### src/rtl/load_store_unit.sv
// Load/store unit between execute and a word-addressed data memory.
// Misaligned accesses that straddle a word boundary become two word accesses.
//
// state | meaning
// IDLE  | ready for a request
// ACC0  | access to the word holding the first byte
// ACC1  | access to the following word (split accesses only)
// RESP  | one-cycle completion pulse
// ERR   | one-cycle completion pulse for an illegal funct3
module load_store_unit #(
    parameter int AW = 32
) (
    input  logic          clk,
    input  logic          reset,
    input  logic          req_valid,
    output logic          req_ready,
    input  logic          req_we,
    input  logic [2:0]    req_funct3,
    input  logic [AW-1:0] req_addr,
    input  logic [31:0]   req_wdata,
    output logic          resp_valid,
    output logic [31:0]   resp_rdata,
    output logic          resp_err,
    output logic [AW-1:0] mem_addr,
    output logic [3:0]    mem_wmask,
    output logic [31:0]   mem_wd,
    input  logic [31:0]   mem_rd
);

    typedef enum logic [2:0] {
        S_IDLE,
        S_ACC0,
        S_ACC1,
        S_RESP,
        S_ERR
    } state_t;

    state_t        state_q, state_d;
    logic          we_q, we_d;
    logic [2:0]    funct3_q, funct3_d;
    logic [AW-1:0] addr_q, addr_d;
    logic [31:0]   wdata_q, wdata_d;
    logic [31:0]   rd0_q, rd0_d;
    logic [31:0]   resp_rdata_q, resp_rdata_d;
    logic          resp_err_q, resp_err_d;
    logic [AW-1:0] mem_addr_q, mem_addr_d;
    logic [31:0]   mem_wd_q, mem_wd_d;

    logic          req_legal;
    logic [1:0]    off;
    logic [3:0]    size_mask;
    logic [7:0]    be8;
    logic          split;
    logic [AW-1:0] lo_addr;
    logic [AW-1:0] hi_addr;
    logic [4:0]    sh_lo;
    logic [5:0]    sh_hi;
    logic [31:0]   rd_lo;
    logic [23:0]   rd_hi;
    logic [31:0]   load_raw;
    logic [31:0]   load_ext;
    logic [31:0]   done_rdata;
    logic [3:0]    wmask_raw;

    // Stores only have byte/half/word; loads add the unsigned byte/half forms.
    always_comb begin
        if (req_we) begin
            req_legal = (req_funct3 <= 3'd2);
        end else begin
            req_legal = (req_funct3 != 3'b011) && (req_funct3 != 3'b110) &&
                        (req_funct3 != 3'b111);
        end
    end

    always_comb begin
        off = addr_q[1:0];
        case (funct3_q[1:0])
            2'b00:   size_mask = 4'b0001;
            2'b01:   size_mask = 4'b0011;
            default: size_mask = 4'b1111;
        endcase
        be8     = {4'b0000, size_mask} << off;
        split   = |be8[7:4];
        lo_addr = {addr_q[AW-1:2], 2'b00};
        hi_addr = lo_addr + AW'(4);
        sh_lo   = {off, 3'b000};
        sh_hi   = 6'd32 - {1'b0, off, 3'b000};
    end

    // In ACC1 the low word comes from the ACC0 capture and the high word is live.
    always_comb begin
        if (state_q == S_ACC1) begin
            rd_lo = rd0_q;
            rd_hi = mem_rd[23:0];
        end else begin
            rd_lo = mem_rd;
            rd_hi = 24'h000000;
        end
        case (off)
            2'd0:    load_raw = rd_lo;
            2'd1:    load_raw = {rd_hi[7:0],  rd_lo[31:8]};
            2'd2:    load_raw = {rd_hi[15:0], rd_lo[31:16]};
            default: load_raw = {rd_hi[23:0], rd_lo[31:24]};
        endcase
        case (funct3_q)
            3'b000:  load_ext = {{24{load_raw[7]}}, load_raw[7:0]};
            3'b001:  load_ext = {{16{load_raw[15]}}, load_raw[15:0]};
            3'b100:  load_ext = {24'h000000, load_raw[7:0]};
            3'b101:  load_ext = {16'h0000, load_raw[15:0]};
            default: load_ext = load_raw;
        endcase
        done_rdata = we_q ? 32'h0000_0000 : load_ext;
    end

    always_comb begin
        state_d      = state_q;
        we_d         = we_q;
        funct3_d     = funct3_q;
        addr_d       = addr_q;
        wdata_d      = wdata_q;
        rd0_d        = rd0_q;
        resp_rdata_d = resp_rdata_q;
        resp_err_d   = resp_err_q;
        mem_addr_d   = mem_addr_q;
        mem_wd_d     = mem_wd_q;
        wmask_raw    = 4'b0000;

        case (state_q)
            S_IDLE: begin
                if (req_valid) begin
                    we_d     = req_we;
                    funct3_d = req_funct3;
                    addr_d   = req_addr;
                    wdata_d  = req_wdata;
                    if (req_legal) begin
                        state_d = S_ACC0;
                    end else begin
                        state_d      = S_ERR;
                        resp_rdata_d = 32'h0000_0000;
                        resp_err_d   = 1'b1;
                    end
                end
            end
            S_ACC0: begin
                mem_addr_d = lo_addr;
                mem_wd_d   = wdata_q << sh_lo;
                wmask_raw  = we_q ? be8[3:0] : 4'b0000;
                rd0_d      = mem_rd;
                if (split) begin
                    state_d = S_ACC1;
                end else begin
                    state_d      = S_RESP;
                    resp_rdata_d = done_rdata;
                    resp_err_d   = 1'b0;
                end
            end
            S_ACC1: begin
                mem_addr_d   = hi_addr;
                mem_wd_d     = wdata_q >> sh_hi;
                wmask_raw    = we_q ? be8[7:4] : 4'b0000;
                state_d      = S_RESP;
                resp_rdata_d = done_rdata;
                resp_err_d   = 1'b0;
            end
            S_RESP:  state_d = S_IDLE;
            S_ERR:   state_d = S_IDLE;
            default: state_d = S_IDLE;
        endcase
    end

    always_ff @(posedge clk) begin
        if (reset) begin
            state_q      <= S_IDLE;
            we_q         <= 1'b0;
            funct3_q     <= 3'b000;
            addr_q       <= '0;
            wdata_q      <= 32'h0000_0000;
            rd0_q        <= 32'h0000_0000;
            resp_rdata_q <= 32'h0000_0000;
            resp_err_q   <= 1'b0;
            mem_addr_q   <= '0;
            mem_wd_q     <= 32'h0000_0000;
        end else begin
            state_q      <= state_d;
            we_q         <= we_d;
            funct3_q     <= funct3_d;
            addr_q       <= addr_d;
            wdata_q      <= wdata_d;
            rd0_q        <= rd0_d;
            resp_rdata_q <= resp_rdata_d;
            resp_err_q   <= resp_err_d;
            mem_addr_q   <= mem_addr_d;
            mem_wd_q     <= mem_wd_d;
        end
    end

    // Address/data are live in the access states and hold their last value elsewhere.
    assign mem_addr   = mem_addr_d;
    assign mem_wd     = mem_wd_d;
    assign mem_wmask  = reset ? 4'b0000 : wmask_raw;
    assign req_ready  = (state_q == S_IDLE);
    assign resp_valid = !reset && ((state_q == S_RESP) || (state_q == S_ERR));
    assign resp_rdata = resp_rdata_q;
    assign resp_err   = resp_err_q;

endmodule

### config.mk
export PLATFORM = sky130hd
export DESIGN_NAME = load_store_unit
export DESIGN_NICKNAME = d
export VERILOG_FILES = /design/src/rtl/load_store_unit.sv
export SDC_FILE = /design/constraint.sdc
export NUM_CORES = 1
export LEC_CHECK = 0
export CORE_ASPECT_RATIO = 0.6
export CORE_UTILIZATION = 52
export CTS_CLUSTER_SIZE = 12
export DETAILED_ROUTE_END_ITERATION = 10
export GPL_TIMING_DRIVEN = 0
export MAX_ROUTING_LAYER = met4
export PLACE_DENSITY = 0.92
export SLEW_MARGIN = 10
export SYNTH_ARGS = -nofsm -noshare
export SYNTH_HDL_FRONTEND = slang
export SYNTH_SLANG_ARGS = --single-unit
### constraint.sdc
create_clock -name clk -period 3.7 [get_ports clk]
set_input_delay 0.37 -clock clk [delete_from_list [all_inputs] [get_ports clk]]
set_output_delay 0.37 -clock clk [all_outputs]
set_load 0.02 [all_outputs]
=== Yosys cells after proc, flatten, opt, wreduce, memory -nomap -nowiden ===
Index checks and enable logic that the tools add are counted.

* Register bits after elaboration: 200
* Input port bits: 103
* Output and inout bits: 103

* $add $sub $neg: 2
* Magnitude comparators: 1
* Equal/unequal tests: 16
* Shifts and indexed selects: 3
* Mux-type cells: 25
* Reductions and logical operators: 13

{| class="wikitable"
|+ Operators with widths
! operator !! number
|-
| $pmux 32 s3 || 2
|-
| $mux 32 || 5
|-
| $pmux 32 s2 || 2
|-
| $pmux 32 s4 || 1
|-
| $add 32x3->32 const B || 1
|-
| $shl 32x5->32 || 1
|-
| $shr 32x6->32 || 1
|-
| $mux 24 || 1
|-
| $pmux 4 s2 || 2
|-
| $mux 4 || 3
|-
| $eq 3x3->1 const B || 3
|-
| $pmux 3 s3 || 1
|-
| $shl 4x2->8 || 1
|-
| $eq 3x1->1 const B || 2
|-
| $eq 3x2->1 const B || 2
|-
| $logic_not 3->1 || 2
|-
| $mux 3 || 2
|-
| $ne 2x2->1 const B || 3
|-
| $ne 3x3->1 const B || 2
|-
| $sub 6x5->6 const A || 1
|-
| $mux 1 || 5
|-
| $eq 2x1->1 const B || 2
|-
| $logic_not 2->1 || 2
|-
| $reduce_and 4->1 || 1
|-
| 10 further kinds || 12
|}

=== Longest topological paths before layout ===
Gate-level depths: netlist (run 1).

* Depth in word-level cells: 7
* Depth in mapped cells: 11
* Mapped depth without buffers: 8

=== Worst setup path before layout (run 1) ===
No wires, ideal clock.

* Path kind: register -> output
* Start point: reg addr_q[0]
* End point: out mem_wd[13]
* Data arrival time: 2611 ps
* Path slack: 719 ps
* Stages on the path, launching flop included: 10
* Buffers on the path: 3
* Cells stage by stage: dfxtp_1 > clkbuf_1 > inv_1 > ha_1 > clkbuf_1 > clkbuf_1 > mux2i_1 > o21ai_0 > a222oi_1 > inv_1

* Word-level cells in the longest chain between the ends: 3
* Elaborated cells between the ends (all ways): 4

{| class="wikitable"
|+ RTL lines
! item !! RTL line !! RTL
|-
| start, declared || 41 || <nowiki>logic [AW-1:0] addr_q, addr_d;</nowiki>
|-
| start signal, assigned || 187 || <nowiki>addr_q <= addr_d;</nowiki>
|-
| $sub 6x5->6 || 87 || <nowiki>sh_hi = 6'd32 - {1'b0, off, 3'b000};</nowiki>
|-
| $shr 32x6->32 || 159 || <nowiki>mem_wd_d = wdata_q >> sh_hi;</nowiki>
|-
| $pmux 32 s2 (*) || 128 || <nowiki>case (state_q)</nowiki>
|-
| end, declared || 26 || <nowiki>output logic [31:0] mem_wd,</nowiki>
|}

Every way passes the cells marked *; elsewhere a longest branch is shown, timed or not.

=== Worst setup path in the final report (run 1) ===
* Start point: reg addr_q[0]
* End point: out mem_wd[29]

The elaborated chain is that of the path after synthesis.

==> metrics.md, run 1 <==
| Metric | Value |
|---|---|
| Outcome | complete, but fails checks |
| Violated checks | setup timing |
| Tmin final | between 3 and 4 ns |
| Worst Setup Start Kind | flip-flop |
| Yosys cell types | between 50 and 60 |
| Clock buffer count from CTS | 17 |
| CP Class | flip-flop to output pin |
| Final core occ | 0.709 |
| Data required time at the worst endpoint | between 3 and 4 ns |
| Yosys reg bits | 200 |
| PwrDens | 474 mW/mm^2 |
| Tot GR Track Use | 0.433 |
| DR pass1 iterations | 9 |
| Fill cells | roughly 1.6k |
| Setup-failing EPs final | 1 |
| Most frequent cell after synthesis | nand2_1 |
| Max Root-Sink Buffers | 2 |
| Cells after Synth | roughly 1.3k |
| Port Buffers | 205 |
| Initial core utilization | 0.537 |
| Hold/Removal Path Class | input pin to flip-flop |
| Later-pin clock latency in the skew report | around 0.46 ns |
| Io pins | between 200 and 250 |
| Core Footprint | between 0.015 and 0.02 mm^2 |
| Rel. slew slack | 0.357 |
| Placement Rows | 39 |
| Met2 WL post-DR | 16.8 mm |
| Die ar. | just over 0.02 mm^2 |
| Setup TNS | -0.0459 ns |
| Initial antenna violation count | 0 |
| Finished Cell Area | roughly 0.014 mm^2 |
| Post-Syn Area | about 0.010 mm^2 |
| CTS Hold Bufs | 0 |
| Number of synthesized flops with an enable pin | 0 |
| Fmax | roughly 0.27 GHz |
| Final wirelength | 43.4 mm |
| Net count after synthesis | 1455 |
| Area growth from synthesis to layout | 32.0% |
| Synth warn | 0 |
| Final GP Congestion | approximately 1.1 |
| Layout cell share with drive strength beyond 1 | 0.0840 |
| Post-Route Skew | around 0.013 ns |
| Avg Inst Size Synth | 7.67 um^2 |
| Chip height | 111 um |
| Vias post-DR | around 12k |
| CP Capture Type | output pin |
| CTS tree | built |
| Largest net degree at the start of global routing | 18 |
| Met3 WL | about 7.1 mm |
| Antenna Nets Post-Route | 0 |
| Setup Slack @ Placement | -0.818 ns |
| Grt ovf | 0 |
| Clk root buf | clkbuf_16 |
| Final hold slack | 0.458 ns |
| Worst-Margin Slew | about 0.96 ns |
| CTS H-Tree Depth | 4 |
| Clk slew on worst S/H paths | 0.08 ns |
| Max-cap violations | 0 |
| Chip width | between 150 and 200 um |
| Detailed-route DRC error count | 0 |
| Area leader, netlist | dfxtp_1 |
| VDD IR-drop max | a little under 0.4 mV |
| Uppermost layer routed | met4 |
| LEAKAGE | between 5 and 6 nW |
| First-pass GRT wire length | approximately 65 mm |
| Ranking of synthesized cells by area | dfxtp_1 39%, nand2_1 12%, a21oi_1 7.1% |
| Ys async rst share | 0 |
| Final Slew Violations | 0 |
| CP max FO | 10 |
| DP HPWL | about 32 mm |
| Final worst-path cycle share | 1.01 |
| Synth cell count leaders | 343 x nand2_1, 200 x dfxtp_1, 146 x a21oi_1, 90 x clkbuf_1, 61 x o21ai_0 |
| Post-synth top flop | dfxtp_1 |
| Nets | about 1.7k |
| Clock sinks | 200 |
| Worst EP arrival | roughly 3.4 ns |
| M1 wire length | 18.5 mm |
| DR WL/cell | roughly 23 um |
| Final Hold Violating Endpoints | 0 |
| Area after DPL | roughly 0.013 mm^2 |
| Seq/Total Area, Yosys | 0.388 |
| Setup ws final | -0.0459 ns |
| 1st-iter DRT viols | 1861 |
| Vias in the first global route | between 10k and 15k |
| Vias per std cell | 6.52 |
| Post-synth top area share | 0.388 |
==> area by class of cell <==
type                       instances  area [um^2]  share of cell area
multi-input combinational       1015         5910               0.433
sequential                       200         4010               0.294
timing repair buffer             223         2200               0.161
buffer                           104          483              0.0354
clock buffer                      19          453              0.0332
tap                              266          333              0.0244
clock inverter                    13          170              0.0125
inverter                          21         86.3             0.00633
antenna                            1         2.50            0.000184
==> metal layers <==
metal	vias up	GRT usage
li1	5267	-
met1	5739	0.624
met2	1007	0.551
met3	121	0.162
met4	0	0.117
met5	-	-
==> where the power goes <==
| part | switching (mW) | internal [mW] | leakage [nW] | total [mW] |
|---|---|---|---|---|
| Sequential | 0.176 | 2.33 | 1.63 | 2.50 |
| Clock | 0.917 | 1.11 | 0.296 | 2.02 |
| Combinational | 1.21 | 0.730 | 3.18 | 1.94 |
==> stage by stage <==
step / instances / total power, mW
after floorplan: 1347 / 3.52
after global placement: 1818 / 4.29
after detailed placement: 1818 / 4.31
after CTS: 1851 / 6.31
after global routing: 1861 / 6.66
final: 1862 / 6.47
==> cells in the final DEF (no fill, tap or decap), drive strengths merged, types with 30 or more instances in the layout <==
cell / instances
a21oi: 146
a221o: 32
a31oi: 30
buf: 40
clkbuf: 101
clkdlybuf4s50: 200
dfxtp: 200
mux2: 34
nand2: 343
nor2: 59
nor2b: 55
o21ai: 61
==> sequential cells by signal, indices dropped and copies added, names as in the netlist <==
signal	cells
addr_q	32
mem_addr_q	32
mem_wd_q	32
rd0_q	32
resp_rdata	32
wdata_q	32
funct3_q	3
state_q	3
resp_err	1
we_q	1
==> cell families (layout without fill, tap and decap cells) <==
| logic type | after synthesis | in the layout | synth area share |
|---|---|---|---|
| AO/OA/AOI/OAI | 387 | 387 | 0.251 |
| XOR/XNOR | 1 | 1 | 0.000848 |
| adder cells (fa/ha/maj) | 5 | 5 | 0.00605 |
| buffers and inverters | 132 | 380 | 0.0500 |
| flip-flops | 200 | 200 | 0.388 |
| multiplexers | 59 | 59 | 0.0616 |
| other | 0 | 1 | 0 |
| AND/OR/NAND/NOR | 563 | 563 | 0.243 |
==> worst max-delay path: stages (launching register included) <==
cell and delay (ns):
dfxtp_1 0.43, clkbuf_8 0.23, clkbuf_2 0.29, clkbuf_1 0.53
mux2i_1 0.20, a211oi_1 0.42, a221o_1 0.21, clkdlybuf4s50_1 0.61
==> repair_timing <==
item | CTS | global route
setup endpoints to repair | 69 | 53
buffers inserted | 4 | 14
pin swaps | 4 | 4
endpoints found under the hold margin | 0 | 0
gates resized for setup | 45 | 31
gates cloned | 0 | 0
==> path summary, 6_finish.rpt <==
| path | startpoint | endpoint | slack (ns) | depth (start not counted) |
|---|---|---|---|---|
| min reg2reg | rd0_q[11]$_SDFFE_PP0P_ | rd0_q[11]$_SDFFE_PP0P_ | 0.46 | 2 |
| min | req_addr[6] | addr_q[6]$_SDFFE_PP0P_ | 0.46 | 3 |
| max reg2reg | addr_q[1]$_SDFFE_PP0P_ | resp_rdata[29]$_SDFFE_PP0P_ | 0.41 | 10 |
| max | addr_q[0]$_SDFFE_PP0P_ | mem_wd[29] | -0.05 | 7 |
No activity file was read; power rests on OpenSTA's default activity.
==> run 2, diff against run 1 <==
- CORE_UTILIZATION: 52 -> 45
- PLACE_DENSITY: 0.92 -> 0.83
- SETUP_SLACK_MARGIN: unset -> 0.1
- SLEW_MARGIN: 10 -> unset
==> metrics.md, run 2 (synthesized netlist as in run 1, its figures left out) <==
| Metric | Value |
|---|---|
| Outcome | finished, final reports clean |
| GR peak layer | met1 |
| First-pass GRT wire length | about 65 mm |
| Vias in the first global route | around 11k |
| Setup TNS | 0 ns |
| Vias per std cell | roughly 6.2 |
| Nets | 1692 |
| DR WL/cell | between 20 and 25 um |
| R2R setup slack | around 0.34 ns |
| CTS H-Tree Depth | 4 |
| Final Hold Violating Endpoints | 0 |
| Hold/Removal Path Class | flip-flop to flip-flop |
| Post-Route Skew | 0.0103 ns |
| Sw Ratio | 0.351 |
| Fmax | ~0.28 GHz |
| Clock sinks | 200 |
| Hold Crit Depth | 1 |
| Antenna Nets Post-Route | 0 |
| Port Buffers | 205 |
| M2 GR Usage | 0.480 |
| DP HPWL | 32.9 mm |
| Antenna diode count | 0 |
| Later-pin clock latency in the skew report | approximately 0.46 ns |
| Clock buffer count from CTS | 17 |
| Max-cap violations | 0 |
| Tot GR Track Use | 0.378 |
| Clock power frac | 0.308 |
| LEAKAGE | 5.36 nW |
| Core Footprint | about 0.022 mm^2 |
| Logic pwr share | 0.304 |
| Initial antenna violation count | 1 |
| Setup-failing EPs final | 0 |
| CP Class | flip-flop to output pin |
| Largest net degree at the start of global routing | 17 |
| Clk slew on worst S/H paths | 0.07 ns |
| Rel. slew slack | 0.459 |
| Total power | 6.43 mW |
| R2r worst-path depth | 10 |
| PwrDens | ~470 mW/mm^2 |
| Grt ovf | 0 |
| Placement Rows | 42 |
| Internal power | roughly 4.2 mW |
| VDD IR-drop max | approximately 0.39 mV |
| Area growth from synthesis to layout | 32.9% |
| Initial core utilization | 0.464 |
| Chip height | about 120 um |
| Finished Cell Area | ~0.014 mm^2 |
| M3 GR Usage | 0.140 |
| Fill cells | 2023 |
| Worst Setup Start Kind | flip-flop |
| Commonest cells after routing, fill and taps aside | 343 x nand2_1, 198 x dfxtp_1, 185 x clkdlybuf4s50_1 |
| Data required time at the worst endpoint | ~3.3 ns |
| Worst-Margin Slew | 0.811 ns |
| Final wirelength | around 44 mm |
| Die ar. | roughly 0.024 mm^2 |
| Layout cell share with drive strength beyond 1 | 0.0853 |
| Io pins | between 200 and 250 |
| Final GP Congestion | roughly 1.1 |
| Detailed-route DRC error count | 0 |
| 1st-iter DRT viols | about 1.6k |
| Clk root buf | clkbuf_16 |
| Switch Pwr | between 2 and 2.5 mW |
| DR pass1 iterations | 7 |
| Most common cell after layout, fill and taps aside | nand2_1 |
| CTS Hold Bufs | 0 |
| Tmin final | roughly 3.6 ns |
| Final Slew Violations | 0 |
| CTS tree | built |
| Area after DPL | about 0.013 mm^2 |
| Final hold slack | roughly 0.45 ns |
| Vias post-DR | between 10k and 15k |
| CP max FO | 16 |
| CP Capture Type | output pin |
| Final core occ | 0.616 |
| Max Root-Sink Buffers | 2 |
| Sequential share of power | 0.388 |
| RSZ-0062 raised after global routing | yes |
| Final worst-path cycle share | 0.960 |
| Worst EP arrival | between 3 and 4 ns |
| Chip width | roughly 200 um |
| GR met1 Demand/Resource | 0.553 |
## run 2: changes by cell type in the layout (fill, tap and decap cells not counted), sizes merged
cell           change
clkbuf            +12
buf                -6
diode              -1
dlygate4sd2        +4
clkdlybuf4s50     -15
dlymetal6s2s      +11
clkinv             -3
clkinvlp           -4
inv                +1
## run 2: worst paths after layout
check / startpoint / end
worst min-delay path: resp_rdata[11]$_SDFFE_PP0P_ / resp_rdata[11]$_SDFFE_PP0P_
worst min register to register: resp_rdata[11]$_SDFFE_PP0P_ / resp_rdata[11]$_SDFFE_PP0P_
worst max-delay path: state_q[1]$_SDFFE_PP0N_ / mem_addr[12]
worst max register to register: addr_q[1]$_SDFFE_PP0P_ / resp_rdata[29]$_SDFFE_PP0P_
## run 2: layout make-up
class	instances	area, um^2	area share
flip-flops and latches	200	4010	0.292
plain buffers	109	522	0.0380
repair buffers	220	2210	0.161
well taps	308	385	0.0281
inverters	21	82.6	0.00601
multi-input cells	1015	5930	0.432
clock buffers	23	478	0.0348
clock inverters	7	118	0.00857
## run 2: what timing repair did
action | in CTS | in global routing
resized for setup | 67 | 38
endpoints found under the setup margin | 70 | 45
pin swaps | 7 | 6
setup buffers | 7 | 8
gates cloned | 0 | 0
## run 2: power by group through the flow
stage / combinational [mW] / clock [mW] / sequential (mW)
2_1_floorplan: 0.988 / 0 / 2.53
3_3_place_gp: 1.78 / 0 / 2.52
3_5_place_dp: 1.80 / 0 / 2.53
4_1_cts: 1.85 / 1.98 / 2.49
5_1_grt: 2.05 / 2.07 / 2.51
6_report: 1.95 / 1.98 / 2.50
## run 2: per-layer routing
metal | vias up | wire (um)
li1 | 5258 | -
met1 | 5550 | 19400
met2 | 858 | 16600
met3 | 57 | 6940
met4 | 0 | 707
met5 | - | 0
## run 2: worst max-delay path, cell delays in order (launching register included)
cell,delay [ns]
dfxtp_1,0.31
buf_4,0.17
or3b_1,0.46
buf_6,0.22
clkbuf_4,0.24
clkbuf_8,0.22
o311ai_2,0.41
clkdlybuf4s50_1,0.68
## run 2: per-stage QoR
stage               worst slack [ns]  std cells
floorplan                      0.719       1347
global placement              -0.819       1860
detailed placement            -0.816       1860
CTS                           0.0767       1896
global route                  0.0258       1903
finish                         0.148       1903
